### src/rtl/hps_cmd_regs.sv
`default_nettype none
// +----------------------------------------------------------------------------+
// | hps_cmd_regs : HPS byte-register front end that packs 7 bytes into one     |
// |                56-bit draw command and queues it for the renderer.         |
// | Optional feature macro: HPS_CMD_VBLANK_GATE_EN (drain only during vblank). |
// | Revision: 1.0                                                              |
// +----------------------------------------------------------------------------+
module hps_cmd_regs #(
    parameter int DEPTH = 8
) (
    input  logic        clk50,
    input  logic        reset,
    input  logic        hps_chipselect,
    input  logic        hps_write,
    input  logic        hps_read,
    input  logic [2:0]  hps_address,
    input  logic [7:0]  hps_writedata,
    output logic [7:0]  hps_readdata,
    output logic        cmd_valid,
    input  logic        cmd_ready,
    output logic [55:0] cmd_data,
    input  logic        vblank,
    output logic        overflow
);

    localparam int         C_AW    = $clog2(DEPTH);
    localparam logic [3:0] C_DEPTH = 4'(DEPTH);

    logic [7:0]      stage_q [6];
    logic [7:0]      stage_d [6];
    logic [55:0]     mem_q [DEPTH];
    logic [55:0]     mem_d [DEPTH];
    logic [C_AW-1:0] wr_ptr_q, wr_ptr_d;
    logic [C_AW-1:0] rd_ptr_q, rd_ptr_d;
    logic [3:0]      count_q, count_d;
    logic            overflow_q, overflow_d;
    logic [7:0]      readdata_q, readdata_d;

    logic w_wr, w_rd, w_commit, w_ctrl, w_flush, w_clear;
    logic w_empty, w_full, w_gate, w_valid, w_pop, w_room, w_push, w_drop;
    logic [55:0] w_cmd;

`ifdef HPS_CMD_VBLANK_GATE_EN
    assign w_gate = vblank;
`else
    logic w_unused;
    assign w_gate   = 1'b1;
    assign w_unused = vblank;
`endif

    assign w_wr     = hps_chipselect & hps_write;
    assign w_rd     = hps_chipselect & hps_read;
    assign w_commit = w_wr & (hps_address == 3'd6);
    assign w_ctrl   = w_wr & (hps_address == 3'd7);
    assign w_flush  = w_ctrl & hps_writedata[1];
    assign w_clear  = w_ctrl & hps_writedata[0];
    assign w_empty  = (count_q == 4'd0);
    assign w_full   = (count_q == C_DEPTH);
    assign w_valid  = !w_empty & w_gate;
    assign w_pop    = w_valid & cmd_ready;
    // A pop in the same cycle frees the slot the commit needs.
    assign w_room   = (count_q < C_DEPTH) | w_pop;
    assign w_push   = w_commit & w_room & !w_flush;
    assign w_drop   = w_commit & !w_room & !w_flush;
    assign w_cmd    = {hps_writedata, stage_q[5], stage_q[4], stage_q[3],
                       stage_q[2], stage_q[1], stage_q[0]};

    always_comb begin
        stage_d    = stage_q;
        mem_d      = mem_q;
        wr_ptr_d   = wr_ptr_q;
        rd_ptr_d   = rd_ptr_q;
        count_d    = count_q;
        overflow_d = overflow_q;
        readdata_d = readdata_q;

        for (int i = 0; i < 6; i++) begin
            if (w_wr && (hps_address == 3'(i))) begin
                stage_d[i] = hps_writedata;
            end
        end

        if (w_flush) begin
            wr_ptr_d = '0;
            rd_ptr_d = '0;
            count_d  = 4'd0;
        end else begin
            if (w_push) begin
                mem_d[wr_ptr_q] = w_cmd;
                wr_ptr_d        = wr_ptr_q + 1'b1;
            end
            if (w_pop) begin
                rd_ptr_d = rd_ptr_q + 1'b1;
            end
            if (w_push && !w_pop) begin
                count_d = count_q + 4'd1;
            end else if (!w_push && w_pop) begin
                count_d = count_q - 4'd1;
            end
        end

        if (w_drop) begin
            overflow_d = 1'b1;
        end else if (w_clear) begin
            overflow_d = 1'b0;
        end

        if (w_rd) begin
            readdata_d = 8'h00;
            for (int i = 0; i < 6; i++) begin
                if (hps_address == 3'(i)) begin
                    readdata_d = stage_q[i];
                end
            end
            if (hps_address == 3'd7) begin
                readdata_d = {overflow_q, w_full, w_empty, 1'b0, count_q};
            end
        end
    end

    always_ff @(posedge clk50 or negedge reset) begin
        if (!reset) begin
            for (int i = 0; i < 6; i++) begin
                stage_q[i] <= 8'h00;
            end
            for (int i = 0; i < DEPTH; i++) begin
                mem_q[i] <= '0;
            end
            wr_ptr_q   <= '0;
            rd_ptr_q   <= '0;
            count_q    <= 4'd0;
            overflow_q <= 1'b0;
            readdata_q <= 8'h00;
        end else begin
            stage_q    <= stage_d;
            mem_q      <= mem_d;
            wr_ptr_q   <= wr_ptr_d;
            rd_ptr_q   <= rd_ptr_d;
            count_q    <= count_d;
            overflow_q <= overflow_d;
            readdata_q <= readdata_d;
        end
    end

    assign hps_readdata = readdata_q;
    assign cmd_valid    = w_valid;
    assign cmd_data     = w_valid ? mem_q[rd_ptr_q] : 56'd0;
    assign overflow     = overflow_q;

endmodule
`default_nettype wire
### config.mk
export PLATFORM = sky130hd
export DESIGN_NAME = hps_cmd_regs
export DESIGN_NICKNAME = d
export VERILOG_FILES = /design/src/rtl/hps_cmd_regs.sv
export SDC_FILE = /design/constraint.sdc
export NUM_CORES = 1
export LEC_CHECK = 0
export BUFFER_PORTS_ARGS = -buffer_cell sky130_fd_sc_hd__buf_2
export CELL_PAD_IN_SITES_DETAIL_PLACEMENT = 1
export CELL_PAD_IN_SITES_GLOBAL_PLACEMENT = 2
export CORE_ASPECT_RATIO = 1.5
export CORE_UTILIZATION = 40
export DETAILED_ROUTE_END_ITERATION = 7
export PLACE_DENSITY_LB_ADDON = 0.1
export SETUP_SLACK_MARGIN = 0.2
export SYNTH_ARGS = -nofsm -noshare
export SYNTH_HDL_FRONTEND = slang
export SYNTH_SLANG_ARGS = --single-unit
export TNS_END_PERCENT = 5
### constraint.sdc
create_clock -name clk50 -period 2.2 [get_ports clk50]
set_input_delay 0.22 -clock clk50 [delete_from_list [all_inputs] [get_ports clk50]]
set_output_delay 0.22 -clock clk50 [all_outputs]
set_load 0.005 [all_outputs]
==> results.txt, run 1 <==
Status -> finished with violations
Failing checks -> setup timing
Fin nets -> 1,692
Number of antenna violations at the first check in global routing -> 0
Number of global-route vias before repair -> 15,900
Commonest cells in the netlist -> sky130_fd_sc_hd__dfrtp_1 (515), sky130_fd_sc_hd__mux2_2 (493), sky130_fd_sc_hd__mux4_2 (112)
Estimated wirelength of the detail-placed design -> 40,300 um
Number of library cell types mapped by synthesis -> 46
Leakage power -> 14.4 nW
Layout cells sized above 1 -> 54.8%
Final count of hold timing violations -> 0
FF+latch area -> 12,900 um2
Die height -> 300 um
Layout overhead on the synthesized area -> 23.1%
Number of standard cells after synthesis -> 1,566
Maximum frequency from static timing analysis -> 373 MHz
Die extent in x -> 201 um
Pre-antenna DRT Iters -> 4
Number of synthesized flops with an enable pin -> 0
Seq cells post-synth -> 515
Critical Setup Path Class -> reg -> out
Count of warnings emitted by yosys -> 0
Count of maximum capacitance violations -> 0
Unrepaired setup endpoints after global routing -> true
Setup crit end kind -> primary output
Die outline area -> 60,200 um2
Post-DR wirelength/cell -> 26.1 um
Syn nets -> 1,589
Number of violations reported at the end of detailed-routing iteration 0 -> 517
First-pass GRT wire length -> 102,000 um
Ranking of synthesized cells by area -> sky130_fd_sc_hd__dfrtp_1 (54%), sky130_fd_sc_hd__mux2_2 (23%), sky130_fd_sc_hd__mux4_2 (11%)
Final instance area -> 29,200 um2
Clk slew on worst S/H paths -> 70 ps
Final worst path period need -> 2680 ps
Worst-Margin Slew -> 525 ps
Aggregate global routing overflow -> 0
Antenna diode instance count -> 0
Final critical-path share of the clock period -> 122%
Critical Path Fanout Max -> 7
Top-level port count -> 84
CTS Sinks -> 515
Largest voltage drop on the vdd net -> 0.785 mV
Gr usage total -> 22.3%
Worst relative slew slack -> 64.6%
Type of the most critical hold path -> in -> reg
Final-layout worst hold slack -> 41.3 ps
Power Dens Cells -> 995 nW/um2
Worst Clk Skew -> 23.1 ps
Number of rows in the core area -> 108
Number of buffers created by CTS -> 51
WP data arrival -> 2460 ps
Core outline area -> 58,200 um2
Fraction of post-synthesis cell area in the top cell type by area -> 54.4%
Count leader, synth -> sky130_fd_sc_hd__dfrtp_1
Post-layout worst setup margin -> -480 ps
Cell taking the most area after synthesis -> sky130_fd_sc_hd__dfrtp_1
Initial Utilization -> 40.7%
CTS tree -> built
Sequential cell area fraction in the yosys report -> 54.4%
Final weighted congestion in routability-driven placement -> 0.746
Largest net degree at the start of global routing -> 89
Number of filler cells placed in the layout -> 5,501
Asr flop ratio synth -> 100%
Dominant register cell in the synthesized netlist -> sky130_fd_sc_hd__dfrtp_1
Area of the multi-input gates -> 11,300 um2
Antenna Violating Nets Remaining -> 0
Aggregate routed wire length -> 64,700 um
Clock buffer depth -> 3
Clk_lat worst skew -> 600 ps
DRC Markers -> 0
Final setup violating endpoints -> 56
Critical path data required time -> 1980 ps
Clock tree root driver cell -> sky130_fd_sc_hd__clkbuf_16
Number of vias per cell after detailed routing -> 5.49
Mean instance size in the synthesized netlist -> 15.1 um2
Number of I/O port buffers -> 82
Element type at the critical path start -> register
Vias after detailed routing -> 13,600
Max Transition Viols Final -> 0
Mapped cell area -> 23,700 um2
Post-placement cell area -> 25,600 um2
CTS H-Tree Depth -> 2
[timing repair]
action | 4_1_cts | 5_1_grt
endpoints found under the hold margin | 187 | 0
endpoints found under the setup margin | 422 | 449
gates resized for setup | 296 | 96
gates cloned | 7 | 1
setup buffers | 11 | 2
hold buffers | 3 | 0
pin swaps | 8 | 5
[flip-flops by register name, indices dropped and copies added, names as in the netlist]
register	flops
overflow	1
stage_q	48
hps_readdata	8
mem_q	448
rd_ptr_q	3
wr_ptr_q	3
count_q	4
[power breakdown]
part	internal, mW	total (mW)	switching, mW
clock	5.30	9.06	3.75
combinational	4.51	8.10	3.59
sequential	10.5	11.8	1.33
[routing by layer]
| metal | part of all wire, % | track usage [%] | vias to the layer above |
|---|---|---|---|
| met5 | 0 | 0 | - |
| met4 | 2.1 | 5.45 | 0 |
| met3 | 2.3 | 2.74 | 75 |
| met2 | 54 | 40.9 | 164 |
| met1 | 42 | 27.9 | 7490 |
| li1 | - | - | 5885 |
[cell type report]
| class | instances | area share [%] |
|---|---|---|
| clock inverters | 17 | 0.648 |
| flip-flops and latches | 515 | 44.2 |
| well taps | 770 | 3.30 |
| multi-input cells | 888 | 38.8 |
| inverters | 7 | 0.0901 |
| repair buffers | 206 | 7.65 |
| clock buffers | 76 | 5.29 |
[worst max-delay path: stages, from the launching register on]
cell                      delay, ps
sky130_fd_sc_hd__dfrtp_4        460
sky130_fd_sc_hd__buf_12         140
sky130_fd_sc_hd__buf_16         150
sky130_fd_sc_hd__mux4_2         520
sky130_fd_sc_hd__mux2i_2        220
sky130_fd_sc_hd__nor2_1          80
sky130_fd_sc_hd__buf_4          150
sky130_fd_sc_hd__buf_2          120
[per-stage QoR]
stage               worst slack [ps]  power, mW  utilization (%)  setup TNS [ps]  cells
floorplan                        115       15.7                -               0   1566
global placement               -38.8       18.5             43.9           -1860   2362
global route                    -564       30.4             50.1          -30270   2479
finish                          -480       29.0             50.1          -21180   2479
CTS                             -517       29.1             49.3          -24210   2476
detailed placement             -65.3       18.7             43.9           -2900   2362
[path summary, 6_finish.rpt]
| kind | start | to | slack [ps] | depth (start not counted) |
|---|---|---|---|---|
| hold / removal | hps_address[1] | overflow$_DFFE_PN0P_ | 40 | 3 |
| setup reg to reg | count_q[3]$_DFFE_PN0P_ | mem_q[195]$_DFFE_PN0P_ | 20 | 6 |
| max in group asynchronous | reset | mem_q[224]$_DFFE_PN0P_ | 1150 | 3 |
| min in group asynchronous | reset | mem_q[82]$_DFFE_PN0P_ | 150 | 2 |
| hold reg to reg | mem_q[291]$_DFFE_PN0P_ | mem_q[291]$_DFFE_PN0P_ | 500 | 1 |
| setup / recovery | rd_ptr_q[0]$_DFFE_PN0P_ | cmd_data[51] | -480 | 7 |
[kinds of logic (layout without fill, tap and decap cells)]
logic type               count (synthesis)  in the layout  synth area share [%]
AO/OA/AOI/OAI                           59             59                  1.56
adder cells (fa/ha/maj)                  5              5                 0.296
AND/OR/NAND/NOR                        145            145                  2.85
XOR/XNOR                                 4              4                 0.148
flip-flops                             515            515                  54.4
buffers and inverters                  163            306                  3.61
multiplexers                           675            675                  37.1
[placed cells by master (no fill, tap or decap), drive strengths merged, types with 7 or more instances in the layout]
master,instances
a21oi,17
inv,7
nand2,31
o211ai,9
clkinv,13
nor2,82
dfrtp,515
clkbuf,78
buf,201
mux2i,64
o21ai,16
nand3,10
mux2,499
mux4,112
Power figures use the tool's default switching activity.
==> run 2, diff against run 1 <==
--- a/config.mk
+++ b/config.mk
@@ -5,11 +5,12 @@
 export SDC_FILE = /design/constraint.sdc
 export NUM_CORES = 1
 export LEC_CHECK = 0
+export ABC_AREA = 1
 export BUFFER_PORTS_ARGS = -buffer_cell sky130_fd_sc_hd__buf_2
 export CELL_PAD_IN_SITES_DETAIL_PLACEMENT = 1
 export CELL_PAD_IN_SITES_GLOBAL_PLACEMENT = 2
 export CORE_ASPECT_RATIO = 1.5
-export CORE_UTILIZATION = 40
+export CORE_UTILIZATION = 35
 export DETAILED_ROUTE_END_ITERATION = 7
 export PLACE_DENSITY_LB_ADDON = 0.1
 export SETUP_SLACK_MARGIN = 0.2
==> run 2 against run 1 <==
Compared with the run above: the flow still finishes with violations (setup timing); worst hold slack improved by 57 ps; die area increased by 14%; sequential cell count is the same; cell count is 49% higher; clock skew grew 1.2 ps; sequential power about the same; global-route usage rose by 1.4 points; non-clock buffer count unchanged; via count is 41% higher; highest routed layer unchanged.
==> results.txt, run 2 <==
Estimated wirelength of the detail-placed design -> 46,900 um (+16%)
Highest cell delay on the worst timing path -> 430 ps (-90 ps)
Reg2reg start -> count_q[3]$_DFFE_PN0P_
End of the worst hold path -> mem_q[107]$_DFFE_PN0P_
Part of the power in the clock network -> 27.0% (-4.2 points)
Critical Setup Path Class -> reg -> out
Ranking of synthesized cells by area -> sky130_fd_sc_hd__dfrtp_1 (55%), sky130_fd_sc_hd__o21ai_0 (11%), sky130_fd_sc_hd__nand2_1 (9.0%)
Worst hold path cell count -> 4 (+1)
Unrepaired setup endpoints after global routing -> true
Critical register-to-register path endpoint -> mem_q[229]$_DFFE_PN0P_
Mapped cell area -> 23,600 um2 (-0.42%)
Depth of the worst register-to-register path -> 8 (+2)
Number of violations reported at the end of detailed-routing iteration 0 -> 1,102 (+110%)
WP data arrival -> 2320 ps (-140 ps)
Worst path bufs/invs -> 4 (unchanged)
Post-DR wirelength/cell -> 21.5 um (-18%)
Total power draw -> 35.0 mW (+21%)
Number of vias per cell after detailed routing -> 5.19 (-5.5%)
Top-level port count -> 84 (unchanged)
Clock tree root driver cell -> sky130_fd_sc_hd__clkbuf_16
Crit-path leading delay family -> buffers and inverters
Sequential Power Share -> 34.0% (-6.8 points)
Final weighted congestion in routability-driven placement -> 0.783 (+5.0%)
Largest register by flop count -> mem_q
Commonest cells in the netlist -> sky130_fd_sc_hd__nand2_1 (566), sky130_fd_sc_hd__dfrtp_1 (515), sky130_fd_sc_hd__o21ai_0 (499)
Cell-internal power -> 21.8 mW (+7.2%)
Number of rows in the core area -> 116 (+7.4%)
Status -> finished with violations
Register-to-register setup slack -> 240 ps (+220 ps)
Largest net degree at the start of global routing -> 89 (unchanged)
Worst relative slew slack -> 48.3% (-16 points)
Net switching power -> 13.2 mW (+52%)
Initial Utilization -> 35.4% (-5.3 points)
Mean instance size in the synthesized netlist -> 8.70 um2 (-42%)
Clock buffer depth -> 3 (unchanged)
Core outline area -> 66,600 um2 (+14%)
Vias after detailed routing -> 19,200 (+41%)
Clk_lat worst skew -> 620 ps (+20 ps)
Post-layout worst setup margin -> -341 ps (+140 ps)
Pre-antenna DRT Iters -> 5 (+1)
FF+latch area -> 12,900 um2 (about the same)
CTS H-Tree Depth -> 2 (unchanged)
Worst-Margin Slew -> 774 ps (+249 ps)
Inst Count DP -> 3,570 (+51%)
Number of standard cells after synthesis -> 2,709 (+73%)
Clk slew on worst S/H paths -> 60 ps (about the same)
Final-layout worst hold slack -> 98.0 ps (+56.7 ps)
Aggregate global routing overflow -> 0 (unchanged)
Asr flop ratio synth -> 100% (unchanged)
CTS tree -> built
Worst Min Path Start -> hps_writedata[3]
Antenna Violating Nets Remaining -> 0 (unchanged)
Max Transition Viols Final -> 0 (unchanged)
Final worst path period need -> 2540 ps (-140 ps)
Combinational cell fraction of total power -> 39.0% (+11 points)
CTS Sinks -> 515 (unchanged)
Power Dens Cells -> 1260 nW/um2 (+26%)
Cell taking the most area after synthesis -> sky130_fd_sc_hd__dfrtp_1
Die height -> 320 um (+6.6%)
Number of filler cells placed in the layout -> 7,677 (+40%)
Number of synthesized flops with an enable pin -> 0 (unchanged)
Setup crit end kind -> primary output
Layout overhead on the synthesized area -> 17.9%
Element type at the critical path start -> register
Fin nets -> 2,796 (+65%)
Count leader, synth -> sky130_fd_sc_hd__nand2_1
Post-Place Worst Slack -> 153 ps (+218 ps)
Final count of hold timing violations -> 0 (unchanged)
Maximum frequency from static timing analysis -> 394 MHz (+5.5%)
Failing checks -> setup timing
Dominant register cell in the synthesized netlist -> sky130_fd_sc_hd__dfrtp_1
Die extent in x -> 214 um (+6.6%)
Count of maximum capacitance violations -> 0 (unchanged)
Seq cells post-synth -> 515 (unchanged)
Sum of negative setup slack -> -15,200 ps (+5980 ps)
Most common cell after layout, fill and taps aside -> sky130_fd_sc_hd__nand2_1
Area of the multi-input gates -> 9260 um2 (-18%)
Critical Path Fanout Max -> 9 (+2)
Switching fraction of total power -> 37.7% (+7.8 points)
Layout Cells excl Fill -> 3,700 (+49%)
Gr usage total -> 23.7% (+1.4 points)
First-pass GRT wire length -> 126,000 um (+23%)
Number of I/O port buffers -> 82 (unchanged)
DRC Markers -> 0 (unchanged)
Commonest cells after routing, fill and taps aside -> sky130_fd_sc_hd__nand2_1 (565), sky130_fd_sc_hd__dfrtp_1 (512), sky130_fd_sc_hd__o21ai_0 (394), sky130_fd_sc_hd__nor2_1 (331), sky130_fd_sc_hd__o21ai_1 (330)
Layout cells sized above 1 -> 14.1% (-41 points)
Worst Clk Skew -> 24.4 ps (+1.24 ps)
Standard cell with the maximum stage delay on the critical path -> sky130_fd_sc_hd__dfrtp_4
Critical path data required time -> 1980 ps (about the same)
Number of antenna violations at the first check in global routing -> 0 (unchanged)
Die outline area -> 68,400 um2 (+14%)
Count of warnings emitted by yosys -> 0 (unchanged)
Critical path cell sequence -> buf_12 -> clkinv_16 -> bufbuf_16 -> o21ai_0 -> o21ai_1 -> o21ai_1 -> nor2_1 -> buf_2
Sequential cell area fraction in the yosys report -> 54.7% (+0.23 points)
Largest voltage drop on the vdd net -> 0.720 mV (-8.2%)
Most frequent cell on the critical path -> sky130_fd_sc_hd__o21ai_1
Max FFs per register -> 448 (unchanged)
Final setup violating endpoints -> 56 (unchanged)
Syn nets -> 2,732 (+72%)
Leakage power -> 12.8 nW (-11%)
Number of buffers created by CTS -> 55 (+7.8%)
Number of library cell types mapped by synthesis -> 37 (-20%)
Fraction of post-synthesis cell area in the top cell type by area -> 54.7% (+0.23 points)
Type of the most critical hold path -> in -> reg
Final critical-path share of the clock period -> 115% (-6.3 points)
Number of global-route vias before repair -> 20,500 (+29%)
Aggregate routed wire length -> 79,500 um (+23%)
## run 2: cell count changes after synthesis, sizes merged, moves of 80 or more
cell   delta
o21ai   +765
nand2   +543
mux2    -499
nor2    +286
mux4    -112
inv      +80
## run 2: layout make-up
cell class / instances / share of cell area, %
diodes: 1 / 0.00900
clock buffers: 86 / 5.92
clock inverters: 12 / 0.513
inverters: 87 / 1.28
multi-input cells: 1907 / 33.3
flip-flops and latches: 515 / 46.4
well taps: 885 / 3.98
repair buffers: 206 / 8.58
repair inverters: 1 / 0.0405
## run 2: power by group through the flow
stage                     Clock, mW  Combinational [mW]  Sequential, mW
after floorplan                   0                6.88            11.6
after global placement            0                11.4            12.0
after detailed placement          0                11.5            12.0
after CTS                      9.72                13.5            11.9
after global routing           10.0                15.1            12.0
final                          9.44                13.6            11.9
## run 2: per-stage QoR
| stage | area, um2 | utilization (%) |
|---|---|---|
| finish | 27800 | 41.7 |
| global route | 27800 | 41.7 |
| CTS | 27600 | 41.4 |
| detailed placement | 25100 | 37.7 |
| global placement | 25100 | 37.7 |
| floorplan | 23600 | - |
## run 2: per-layer routing
layer  track usage [%]  up-vias  wire length, um
li1                  -     9171                -
met1              30.8     9658            35300
met2              41.3      268            39900
met3              2.82       99             2370
met4              6.76        0             1870
met5                 0        -                0
## run 2: worst reg2reg max path: stages, from the launching register on
cell and delay [ps]:
sky130_fd_sc_hd__dfrtp_1 420, sky130_fd_sc_hd__inv_1 160, sky130_fd_sc_hd__or2_4 170, sky130_fd_sc_hd__nand2_4 100, sky130_fd_sc_hd__nor2_8 220, sky130_fd_sc_hd__nand2_4 110, sky130_fd_sc_hd__buf_16 220, sky130_fd_sc_hd__nand2_1 320
sky130_fd_sc_hd__o21ai_0 90
## run 2: cells by family (layout without fill, tap and decap cells)
| kind of cell | after synthesis | in the layout | synth area share, % |
|---|---|---|---|
| and+or+nand+nor | 991 | 991 | 16.5 |
| AOI/OAI and AO/OA | 853 | 853 | 19.3 |
| DFF | 515 | 515 | 54.7 |
| buffers and inverters | 287 | 392 | 6.75 |
| muxes | 56 | 56 | 2.38 |
| adders and majority gates | 5 | 5 | 0.297 |
| xor gates and xnor gates | 2 | 2 | 0.0743 |
| other | 0 | 1 | 0 |
## run 2: repair_timing
item | 4_1_cts | 5_1_grt
hold endpoints to repair | 221 | 0
pin swaps | 25 | 28
cloned | 11 | 2
hold buffers | 3 | 0
setup endpoints to repair | 57 | 78
resized for setup | 129 | 68
buffers inserted | 13 | 2
## run 2: worst max path at each step
stage	cells after the start	to	slack, ps	from
after floorplan	11	count_q[3]$_DFFE_PN0P_	430	count_q[2]$_DFFE_PN0P_
after global placement	9	cmd_data[24]	130	rd_ptr_q[0]$_DFFE_PN0P_
after detailed placement	7	cmd_data[0]	150	rd_ptr_q[0]$_DFFE_PN0P_
after CTS	8	cmd_data[40]	-390	rd_ptr_q[0]$_DFFE_PN0P_
after global routing	10	cmd_data[28]	-460	rd_ptr_q[0]$_DFFE_PN0P_
final	8	cmd_data[34]	-340	rd_ptr_q[0]$_DFFE_PN0P_
